`config.mk`:
```
export PLATFORM = sky130hd
export DESIGN_NAME = pipeline_ctrl
export DESIGN_NICKNAME = d
export VERILOG_FILES = /design/src/rtl/pipeline_ctrl_pkg.sv /design/src/rtl/pipeline_mem_wait.sv /design/src/rtl/pipeline_ctrl.sv
export SDC_FILE = /design/constraint.sdc
export NUM_CORES = 1
export LEC_CHECK = 0
export ABC_AREA = 0
export CAP_MARGIN = 20
export CORE_UTILIZATION = 50
export DETAILED_ROUTE_END_ITERATION = 8
export PLACE_DENSITY = 0.84
export SYNTH_ARGS = -nofsm -noshare
export SYNTH_HDL_FRONTEND = slang
export SYNTH_SLANG_ARGS = --single-unit
```
`constraint.sdc`:
```
create_clock -name clk -period 3.7 [get_ports clk]
set_input_delay 0.74 -clock clk [delete_from_list [all_inputs] [get_ports clk]]
set_output_delay 0.74 -clock clk [all_outputs]
set_load 0.03 [all_outputs]
```
`src/rtl/pipeline_ctrl_pkg.sv`:
```
// Shared definitions for the pipeline control block: FSM encoding,
// write-back/memory-access codes and the per-stage control bundle.
package pipeline_ctrl_pkg;

    localparam int unsigned RF_AW  = 5;
    localparam int unsigned WSEL_W = 2;
    localparam int unsigned DMEM_W = 4;

    typedef enum logic [1:0] {
        ST_HALT = 2'd0,
        ST_RUN  = 2'd1,
        ST_STEP = 2'd2
    } state_e;

    localparam logic [WSEL_W-1:0] WD_SEL_MEM = 2'd2;
    localparam logic [DMEM_W-1:0] DMEM_NONE  = 4'd0;

    // Control pair driven into one inter-stage register.
    typedef struct packed {
        logic stall;
        logic flush;
    } stage_ctrl_t;

endpackage

```
`src/rtl/pipeline_mem_wait.sv`:
```
// Data-memory wait sequencer: holds the pipeline for MEM_WAIT cycles per access.
// Ports: clk, rst (async active-low), en (global enable), access (MEM access type),
//        mem_wait (combinational: MEM stage must wait this cycle).
module pipeline_mem_wait
    import pipeline_ctrl_pkg::*;
#(
    parameter int unsigned MEM_WAIT = 2
) (
    input  logic              clk,
    input  logic              rst,
    input  logic              en,
    input  logic [DMEM_W-1:0] access,
    output logic              mem_wait
);

    localparam logic [3:0] WCNT_LAST = (MEM_WAIT == 0) ? 4'd0 : 4'(MEM_WAIT - 1);

    logic [3:0] wcnt;
    logic       wait_done;

    assign mem_wait = (MEM_WAIT != 0) && en && (access != DMEM_NONE) && !wait_done;

    // wait_done lets the access through for one cycle, then clears once EX/MEM advances
    // so a following access waits again.
    always_ff @(posedge clk or negedge rst) begin
        if (!rst) begin
            wcnt      <= 4'd0;
            wait_done <= 1'b0;
        end else if (en) begin
            if (mem_wait) begin
                if (wcnt == WCNT_LAST) begin
                    wcnt      <= 4'd0;
                    wait_done <= 1'b1;
                end else begin
                    wcnt <= wcnt + 4'd1;
                end
            end else begin
                wait_done <= 1'b0;
            end
        end
    end

endmodule

```
`src/rtl/pipeline_ctrl.sv`:
```
// Central 5-stage pipeline control: run/step/halt FSM, hazard priority
// (mem-wait > branch > load-use) and cycle/commit counters.
// Ports: run/step/halt_req debug control; ID/EX/MEM/WB hazard inputs;
//        global_en, pc_en, per-stage stall/flush (same-cycle), halted,
//        cycle_cnt, inst_cnt.
module pipeline_ctrl
    import pipeline_ctrl_pkg::*;
#(
    parameter int unsigned MEM_WAIT = 2,
    parameter int unsigned CNT_W    = 32
) (
    input  logic              clk,
    input  logic              rst,
    input  logic              run,
    input  logic              step,
    input  logic              halt_req,
    input  logic [RF_AW-1:0]  id_rf_ra0,
    input  logic [RF_AW-1:0]  id_rf_ra1,
    input  logic [RF_AW-1:0]  ex_rf_wa,
    input  logic              ex_rf_we,
    input  logic [WSEL_W-1:0] ex_rf_wd_sel,
    input  logic              ex_br_taken,
    input  logic [DMEM_W-1:0] mem_dmem_access,
    input  logic              wb_commit,
    output logic              global_en,
    output logic              pc_en,
    output logic              if_id_stall,
    output logic              id_ex_stall,
    output logic              ex_mem_stall,
    output logic              mem_wb_stall,
    output logic              if_id_flush,
    output logic              id_ex_flush,
    output logic              ex_mem_flush,
    output logic              mem_wb_flush,
    output logic              halted,
    output logic [CNT_W-1:0]  cycle_cnt,
    output logic [CNT_W-1:0]  inst_cnt
);

    state_e      state, state_nxt;
    logic        mem_wait;
    logic        load_use;
    stage_ctrl_t if_id_c, id_ex_c, ex_mem_c, mem_wb_c;

    // State register.
    always_ff @(posedge clk or negedge rst) begin
        if (!rst) state <= ST_HALT;
        else      state <= state_nxt;
    end

    // Next-state logic; step pulses outside HALT fall through unused.
    always_comb begin
        state_nxt = state;
        unique case (state)
            ST_HALT: begin
                if (run)       state_nxt = ST_RUN;
                else if (step) state_nxt = ST_STEP;
            end
            ST_RUN:  if (halt_req || !run)      state_nxt = ST_HALT;
            ST_STEP: if (halt_req || wb_commit) state_nxt = ST_HALT;
            default: state_nxt = ST_HALT;
        endcase
    end

    assign global_en = (state != ST_HALT);
    assign halted    = (state == ST_HALT);

    pipeline_mem_wait #(.MEM_WAIT(MEM_WAIT)) u_mem_wait (
        .clk      (clk),
        .rst      (rst),
        .en       (global_en),
        .access   (mem_dmem_access),
        .mem_wait (mem_wait)
    );

    assign load_use = ex_rf_we && (ex_rf_wd_sel == WD_SEL_MEM) && (ex_rf_wa != 5'd0) &&
                      ((ex_rf_wa == id_rf_ra0) || (ex_rf_wa == id_rf_ra1));

    // Hazard priority mux; everything stays low while halted.
    always_comb begin
        pc_en    = 1'b0;
        if_id_c  = '0;
        id_ex_c  = '0;
        ex_mem_c = '0;
        mem_wb_c = '0;
        if (global_en) begin
            if (mem_wait) begin
                if_id_c.stall  = 1'b1;
                id_ex_c.stall  = 1'b1;
                ex_mem_c.stall = 1'b1;
                mem_wb_c.flush = 1'b1;
            end else if (ex_br_taken) begin
                pc_en         = 1'b1;
                if_id_c.flush = 1'b1;
                id_ex_c.flush = 1'b1;
            end else if (load_use) begin
                if_id_c.stall = 1'b1;
                id_ex_c.flush = 1'b1;
            end else begin
                pc_en = 1'b1;
            end
        end
    end

    assign {if_id_stall,  if_id_flush}  = if_id_c;
    assign {id_ex_stall,  id_ex_flush}  = id_ex_c;
    assign {ex_mem_stall, ex_mem_flush} = ex_mem_c;
    assign {mem_wb_stall, mem_wb_flush} = mem_wb_c;

    // Performance counters, wrapping naturally.
    always_ff @(posedge clk or negedge rst) begin
        if (!rst) begin
            cycle_cnt <= '0;
            inst_cnt  <= '0;
        end else if (global_en) begin
            cycle_cnt <= cycle_cnt + CNT_W'(1);
            if (wb_commit) inst_cnt <= inst_cnt + CNT_W'(1);
        end
    end

endmodule
```
==> results of run 1 <==
## registers in the layout, summed over array words and instances (netlist names)
register and count:
u_mem_wait.wcnt 4, state 2, cycle_cnt 32, inst_cnt 32, u_mem_wait.wait_done 1
## layer usage
| metal | vias up | wire length [um] | global-route usage, % |
|---|---|---|---|
| li1 | 1313 | - | - |
| met1 | 1317 | 3300 | 28.9 |
| met2 | 75 | 3940 | 39.4 |
| met3 | 16 | 334 | 4.09 |
| met4 | 0 | 184 | 10.0 |
| met5 | - | 0 | 0 |
## final cells by class
cell class | count | area, sq um | area share (%)
inverter | 8 | 32.5 | 0.675
tap | 80 | 100 | 2.08
clock buffer | 9 | 124 | 2.57
sequential | 71 | 1780 | 36.9
multi-input combinational | 228 | 1620 | 33.6
timing repair buffer | 104 | 1030 | 21.4
clock inverter | 6 | 134 | 2.78
## through the flow
step | total power, uW | util (%) | instance area (sq um)
CTS | 2370 | 71.2 | 4810
floorplan | 1310 | - | 3480
detailed placement | 1570 | 67.4 | 4550
global placement | 1560 | 67.4 | 4550
finish | 2350 | 71.3 | 4820
global route | 2450 | 71.3 | 4820
## synth_stat cells, drive strengths merged
| cell | n | area share [%] |
|---|---|---|
| a211oi | 1 | 0.22 |
| o41ai | 2 | 0.50 |
| nor2 | 17 | 1.8 |
| nor4 | 4 | 1.8 |
| nor4b | 1 | 0.43 |
| o31a | 1 | 0.25 |
| inv | 8 | 0.94 |
| ha | 2 | 0.72 |
| and4 | 8 | 2.0 |
| conb | 1 | 0.11 |
| xor2 | 21 | 5.3 |
| nand3 | 21 | 3.0 |
| or4 | 1 | 0.22 |
| nand2 | 24 | 2.6 |
| mux2 | 2 | 0.65 |
| o211ai | 2 | 0.58 |
| o2111ai | 2 | 1.0 |
| nand4 | 27 | 5.0 |
| o21ai | 1 | 0.14 |
| buf | 8 | 1.5 |
| dfrtp | 71 | 51 |
| a22oi | 2 | 0.43 |
| or2 | 2 | 0.36 |
| xnor2 | 54 | 14 |
| and2 | 7 | 1.3 |
| nor3 | 10 | 1.9 |
| and3 | 13 | 2.3 |
| o22ai | 1 | 0.18 |
## worst paths after layout
path                                      endpoint  slack (ns)
worst max-delay path                   if_id_flush        0.34
worst min-delay path                 cycle_cnt[31]        0.48
max in group asynchronous            cycle_cnt[11]        2.35
worst min register to register       cycle_cnt[31]        0.48
min in group asynchronous             inst_cnt[26]        0.52
worst max register to register  u_mem_wait.wcnt[1]        1.76
## cells by family after synthesis
family | count (synthesis)
other | 1
multiplexers | 2
flip-flops | 71
XOR/XNOR | 75
AND/OR/NAND/NOR | 135
adder cells (fa/ha/maj) | 2
AO/OA/AOI/OAI | 12
buffers and inverters | 16
## power by group through the flow
stage	clock network, uW	registers, uW	logic (uW)
global route	843	990	622
global placement	0	983	574
floorplan	0	1090	218
finish	796	975	579
CTS	812	974	586
detailed placement	0	986	584
==> parameters.txt, run 1 <==
Parameter                              Value

Global routing
  Largest net degree at the start of global routing ... 43
  Total global-route track usage ... 23.0%
  Via count of the first global-routing pass ... approximately 2700
  Global-route wire length before repair ... roughly 13 mm
  Total congestion overflow ... 0
  Antenna violations before repair ... 0

Clock tree
  # resized after CTS ... 0
  Clock net sink count ... between 70 and 80
  Post-CTS setup repair buffer count ... 0
  Inserted Clock Buffers ... 9
  Clock latency at the later pin of the worst-skew pair ... 0.34 ns
  H-tree levels ... 3
  Number of buffers inserted by hold repair at cts ... 0
  Clk buf depth ... 2
  Clk Tree Root Cell ... clkbuf_8
  TritonCTS clock tree ... built
  Clk slew on worst S/H paths ... 0.07 ns

Flow run
  Number of violations of the max-capacitance limit ... 0

STA
  Setup repair after global routing missed its margin ... no
  Post-layout min period ... ~3.4 ns
  Final period utilization ... 90.9%
  Headroom to the max-slew limit ... 39.4%
  Maximum clock frequency ... a little under 0.3 GHz
  Actual transition at the worst max-transition pin ... 0.909 ns
  Aggregate negative setup slack ... 0 ns
  Worst Setup Slack, final ... 0.338 ns
  Final-report hold violation count ... 0
  Max Clock Skew ... about 0.012 ns
  Final count of negative-setup-slack endpoints ... 0
  Worst hold-check slack ... 0.480 ns
  Final max-slew violation count ... 0

Setup path
  Path length in cells of the critical path ... 5
  FF-to-FF Start ... state[1]
  Required time reported for the critical path endpoint ... between 2 and 3 ns
  Setup CP Type ... in -> out
  Critical path's slowest cell ... clkdlybuf4s50_1
  Cell family with most CP delay ... buffers and inverters
  Critical Path Start Type ... input pin
  Critical path, cell by cell ... clkdlybuf4s50_1, nor4_1, o21ai_0, nor2_1, clkdlybuf4s50_1
  Data arrival time of the critical path ... 2.62 ns
  Largest fanout on the critical path ... 4
  Number of cells on the worst reg-to-reg path ... 5
  Crit path capture type ... output port
  Worst path buffer plus inverter count ... 2
  Start point of the critical path ... mem_dmem_access[1]
  CP most frequent cell ... clkdlybuf4s50_1
  Maximum single-stage delay on the critical path ... around 0.7 ns

Synth
  Post-synthesis area per instance ... ~11 sq um
  Combined area of all synthesized cells ... 3480 sq um
  Portion of the post-synthesis area used by sequential elements ... 51.1%
  Synth Area in Compound Gates ... 3.31%
  Syn Inst Count ... 314
  Post-synthesis xor/xnor area fraction ... 18.9%
  Area share of and/or/nand/nor cells after synthesis ... about 23%
  YS warnings ... 0
  Main combinational cell family by area after synthesis ... simple AND/OR/NAND/NOR gates
  Adder-cell share of the synthesized area ... 0.720%
  Number of different library cells in the post-synthesis netlist ... 40
  Mux cell area share after synthesis ... less than 1%
  FF+latch count, synth ... 71

Cells and area
  P&R area growth vs syn ... 38.6%
  Fill cells ... 505
  Leading cell types in the layout, fill and taps excluded ... clkdlybuf4s50_1, dfrtp_1, xnor2_1
  Number of antenna cells inserted ... 0
  Most frequent standard cell in the layout excluding fill and tap cells ... clkdlybuf4s50_1
  Final nets ... 453
  Non-filler cells, final ... slightly above 500
  Fraction of layout instances using a drive strength above 1 ... ~7.5%

Die
  Num rows ... 30
  Die extent in x ... 85.4 um
  Die height ... 85.4 um
  Starting utilization of the core area ... 51.4%
  Core region area ... 6760 sq um
  Number of primary I/O pins ... 104
  Area of the die ... 7290 sq um

Detailed routing
  # DRC ... 0
  Post-detailed-routing wire length ... between 7 and 8 mm
  Remaining number of nets flagged by the antenna check after routing ... 0
  Pre-Repair DR Iteration Count ... 4
  Avg WL per Cell ... 15.3 um
  Average vias per placed instance ... 5.38
  Via count ... 2721
  Initial detailed-routing violation count ... 101

Status
  Status ... completed

Hold path
  Startpoint of the tightest hold check path ... cycle_cnt[31]
  Number of instances on the worst hold path ... 1
  Worst hold path type ... reg -> reg

Power
  Relative contribution of combinational cells to total power ... 24.7%
  Peak ir drop on the vdd network ... 0.000367 V
  Int Pwr ... 1620 uW
  Clock Power Share ... 33.9%
  Total leakage power ... 0.00208 uW
  Sw frac ... 31.2%
  Sequential share of power ... 41.5%
  Switch Pwr ... 734 uW
  Total power per unit cell area ... 488 nW/um^2

Placement
  Placed insts ... just under 500
  Setup slack after placement ... around 0.054 ns
  Number of I/O port buffers ... 101
  Detailed Place HPWL ... 5.62 mm
  Final estimated routing congestion in global placement ... 0.782
Note: power is estimated with default switching activity, not from simulation.
==> run 2, diff against run 1 <==
--- a/constraint.sdc
+++ b/constraint.sdc
@@ -3,2 +3,2 @@
 set_output_delay 0.74 -clock clk [all_outputs]
-set_load 0.03 [all_outputs]
+set_load 0.005 [all_outputs]
==> parameters.txt, run 2 (synthesis results as in run 1) <==
Parameter                              Value

Status
  Status ... completed

Flow run
  Number of violations of the max-capacitance limit ... 0 (unchanged)

Die
  Die height ... 85.4 um (unchanged)
  Starting utilization of the core area ... 51.4% (unchanged)
  Area of the die ... 7290 sq um (unchanged)
  Die extent in x ... 85.4 um (unchanged)
  Num rows ... 30 (unchanged)
  Core region area ... 6760 sq um (unchanged)
  Number of primary I/O pins ... 104 (unchanged)

Hold path
  Worst hold path type ... reg -> reg

Setup path
  CP most frequent cell ... clkdlybuf4s50_1
  Worst path buffer plus inverter count ... 2 (unchanged)
  Crit path capture type ... output port
  Required time reported for the critical path endpoint ... 2.96 ns (about the same)
  Setup CP Type ... in -> out
  Largest fanout on the critical path ... 3 (-1)
  Data arrival time of the critical path ... 2.79 ns (+0.17 ns)
  Critical path's slowest cell ... or4_1
  Maximum single-stage delay on the critical path ... 0.54 ns (-0.15 ns)
  Critical Path Start Type ... input pin
  Critical path, cell by cell ... clkdlybuf4s50_1, or4_1, o2111ai_1, or2_2, o22ai_1, clkdlybuf4s50_1
  Cell family with most CP delay ... buffers and inverters

Power
  Total leakage power ... 0.00202 uW (-2.8%)
  Total power per unit cell area ... 433 nW/um^2 (-11%)
  Power Total ... 2060 uW (-12%)
  Peak ir drop on the vdd network ... 0.000282 V (-23%)

Clock tree
  Clk buf depth ... 2 (unchanged)
  Clk Tree Root Cell ... clkbuf_8
  Number of buffers inserted by hold repair at cts ... 0 (unchanged)
  H-tree levels ... 3 (unchanged)
  TritonCTS clock tree ... built
  Clock latency at the later pin of the worst-skew pair ... 0.34 ns (about the same)
  Clk slew on worst S/H paths ... 0.08 ns (about the same)
  Clock net sink count ... 71 (unchanged)
  # resized after CTS ... 0 (unchanged)
  Inserted Clock Buffers ... 9 (unchanged)
  Post-CTS setup repair buffer count ... 0 (unchanged)

Detailed routing
  Pre-Repair DR Iteration Count ... 4 (unchanged)
  # DRC ... 0 (unchanged)
  Remaining number of nets flagged by the antenna check after routing ... 0 (unchanged)
  Post-detailed-routing wire length ... 7.89 mm (+1.7%)
  Average vias per placed instance ... 5.45 (+1.3%)
  Via count ... 2763 (+1.5%)
  Initial detailed-routing violation count ... 81 (-20%)
  Avg WL per Cell ... 15.6 um (+1.5%)

Cells and area
  Fill cells ... 494 (-2.2%)
  Final nets ... 453 (unchanged)
  Regs by FF count ... cycle_cnt: 32 flops, inst_cnt: 32 flops, u_mem_wait.wcnt: 4 flops
  P&R area growth vs syn ... 37.2%
  Most frequent standard cell in the layout excluding fill and tap cells ... clkdlybuf4s50_1
  Number of antenna cells inserted ... 0 (unchanged)
  Leading cell types in the layout, fill and taps excluded ... clkdlybuf4s50_1, dfrtp_1, xnor2_1
  Fraction of layout instances using a drive strength above 1 ... 7.26% (-0.25 points)

STA
  Post-layout min period ... 3.53 ns (+0.172 ns)
  Maximum clock frequency ... 0.283 GHz (-4.9%)
  Setup repair after global routing missed its margin ... no
  Final max-slew violation count ... 0 (unchanged)
  Headroom to the max-slew limit ... 43.9% (+4.5 points)
  Actual transition at the worst max-transition pin ... 0.841 ns (-0.0682 ns)
  Final-report hold violation count ... 0 (unchanged)
  Max Clock Skew ... 0.0137 ns (+0.00121 ns)
  Final count of negative-setup-slack endpoints ... 0 (unchanged)
  Final period utilization ... 95.5% (+4.7 points)
  Aggregate negative setup slack ... 0 ns (unchanged)

Placement
  Detailed Place HPWL ... 5.73 mm (+1.8%)
  Number of I/O port buffers ... 101 (unchanged)
  Final estimated routing congestion in global placement ... 0.811 (+3.7%)

Global routing
  Total congestion overflow ... 0 (unchanged)
  Antenna violations before repair ... 0 (unchanged)
  Largest net degree at the start of global routing ... 40 (-7.0%)
  Global-route wire length before repair ... 13.0 mm (-0.37%)
  Via count of the first global-routing pass ... 2710 (+0.97%)
  Total global-route track usage ... 22.7% (-0.32 points)
-- run 2: changes by cell type in the layout (fill, tap and decap cells not counted), moves of 2 or more --
cell | before | now
clkinvlp_4 | 0 | 2
clkdlybuf4s50_1 | 97 | 100
bufinv_16 | 4 | 2
dlymetal6s2s_1 | 2 | 0
-- run 2: where the power goes --
group | switching [uW] | total, uW | internal (uW) | leakage (uW)
combinational | 161 | 413 | 252 | 0.000955
sequential | 128 | 980 | 851 | 0.000967
clock | 293 | 671 | 378 | 0.000102
total | 582 | 2060 | 1480 | 0.00202
-- run 2: stage by stage --
| step | area [sq um] | setup WS [ns] | util (%) | hold slack (ns) | cells |
|---|---|---|---|---|---|
| final | 4770 | 0.166 | 70.6 | 0.474 | 507 |
| after global routing | 4770 | 0.0632 | 70.6 | 0.507 | 507 |
| after CTS | 4770 | 0.179 | 70.6 | 0.481 | 507 |
| after detailed placement | 4560 | 0.178 | 67.4 | 0.470 | 491 |
| after global placement | 4560 | 0.271 | 67.4 | 0.462 | 491 |
| after floorplan | 3480 | 1.07 | - | 0.444 | 315 |
-- run 2: final cells by class --
type | instances | area (sq um) | share of cell area [%]
Tap cell | 80 | 100 | 2.10
Timing Repair Buffer | 104 | 1030 | 21.6
Clock inverter | 6 | 85.1 | 1.78
Sequential cell | 71 | 1780 | 37.3
Clock buffer | 10 | 128 | 2.68
Multi-Input combinational cell | 228 | 1620 | 33.9
Inverter | 8 | 32.5 | 0.682
-- run 2: metal layers --
layer / share of wire (%) / vias up / routed length (um) / track usage (%)
met3: 4.2 / 12 / 328 / 3.70
met1: 44 / 1341 / 3440 / 29.0
li1: - / 1323 / - / -
met4: 1.9 / 0 / 150 / 9.39
met5: 0 / - / 0 / 0
met2: 50 / 87 / 3960 / 38.6
-- run 2: final timing paths --
path                                   start                  to  slack (ns)  cells past startpoint
worst min-delay path            inst_cnt[31]        inst_cnt[31]        0.47                      1
max in group asynchronous                rst       cycle_cnt[23]        2.40                      2
worst min register to register  inst_cnt[31]        inst_cnt[31]        0.47                      1
min in group asynchronous                rst        inst_cnt[30]        0.49                      1
worst max-delay path             ex_rf_wa[1]         id_ex_flush        0.17                      6
worst max register to register      state[1]  u_mem_wait.wcnt[1]        1.81                      5
-- run 2: worst reg2reg max path: stages, from the launching register on --
cell     delay (ns)
dfrtp_1        0.51
or2_1          0.38
inv_4          0.11
nor3_4         0.32
nand2_1        0.14
mux2_1         0.32
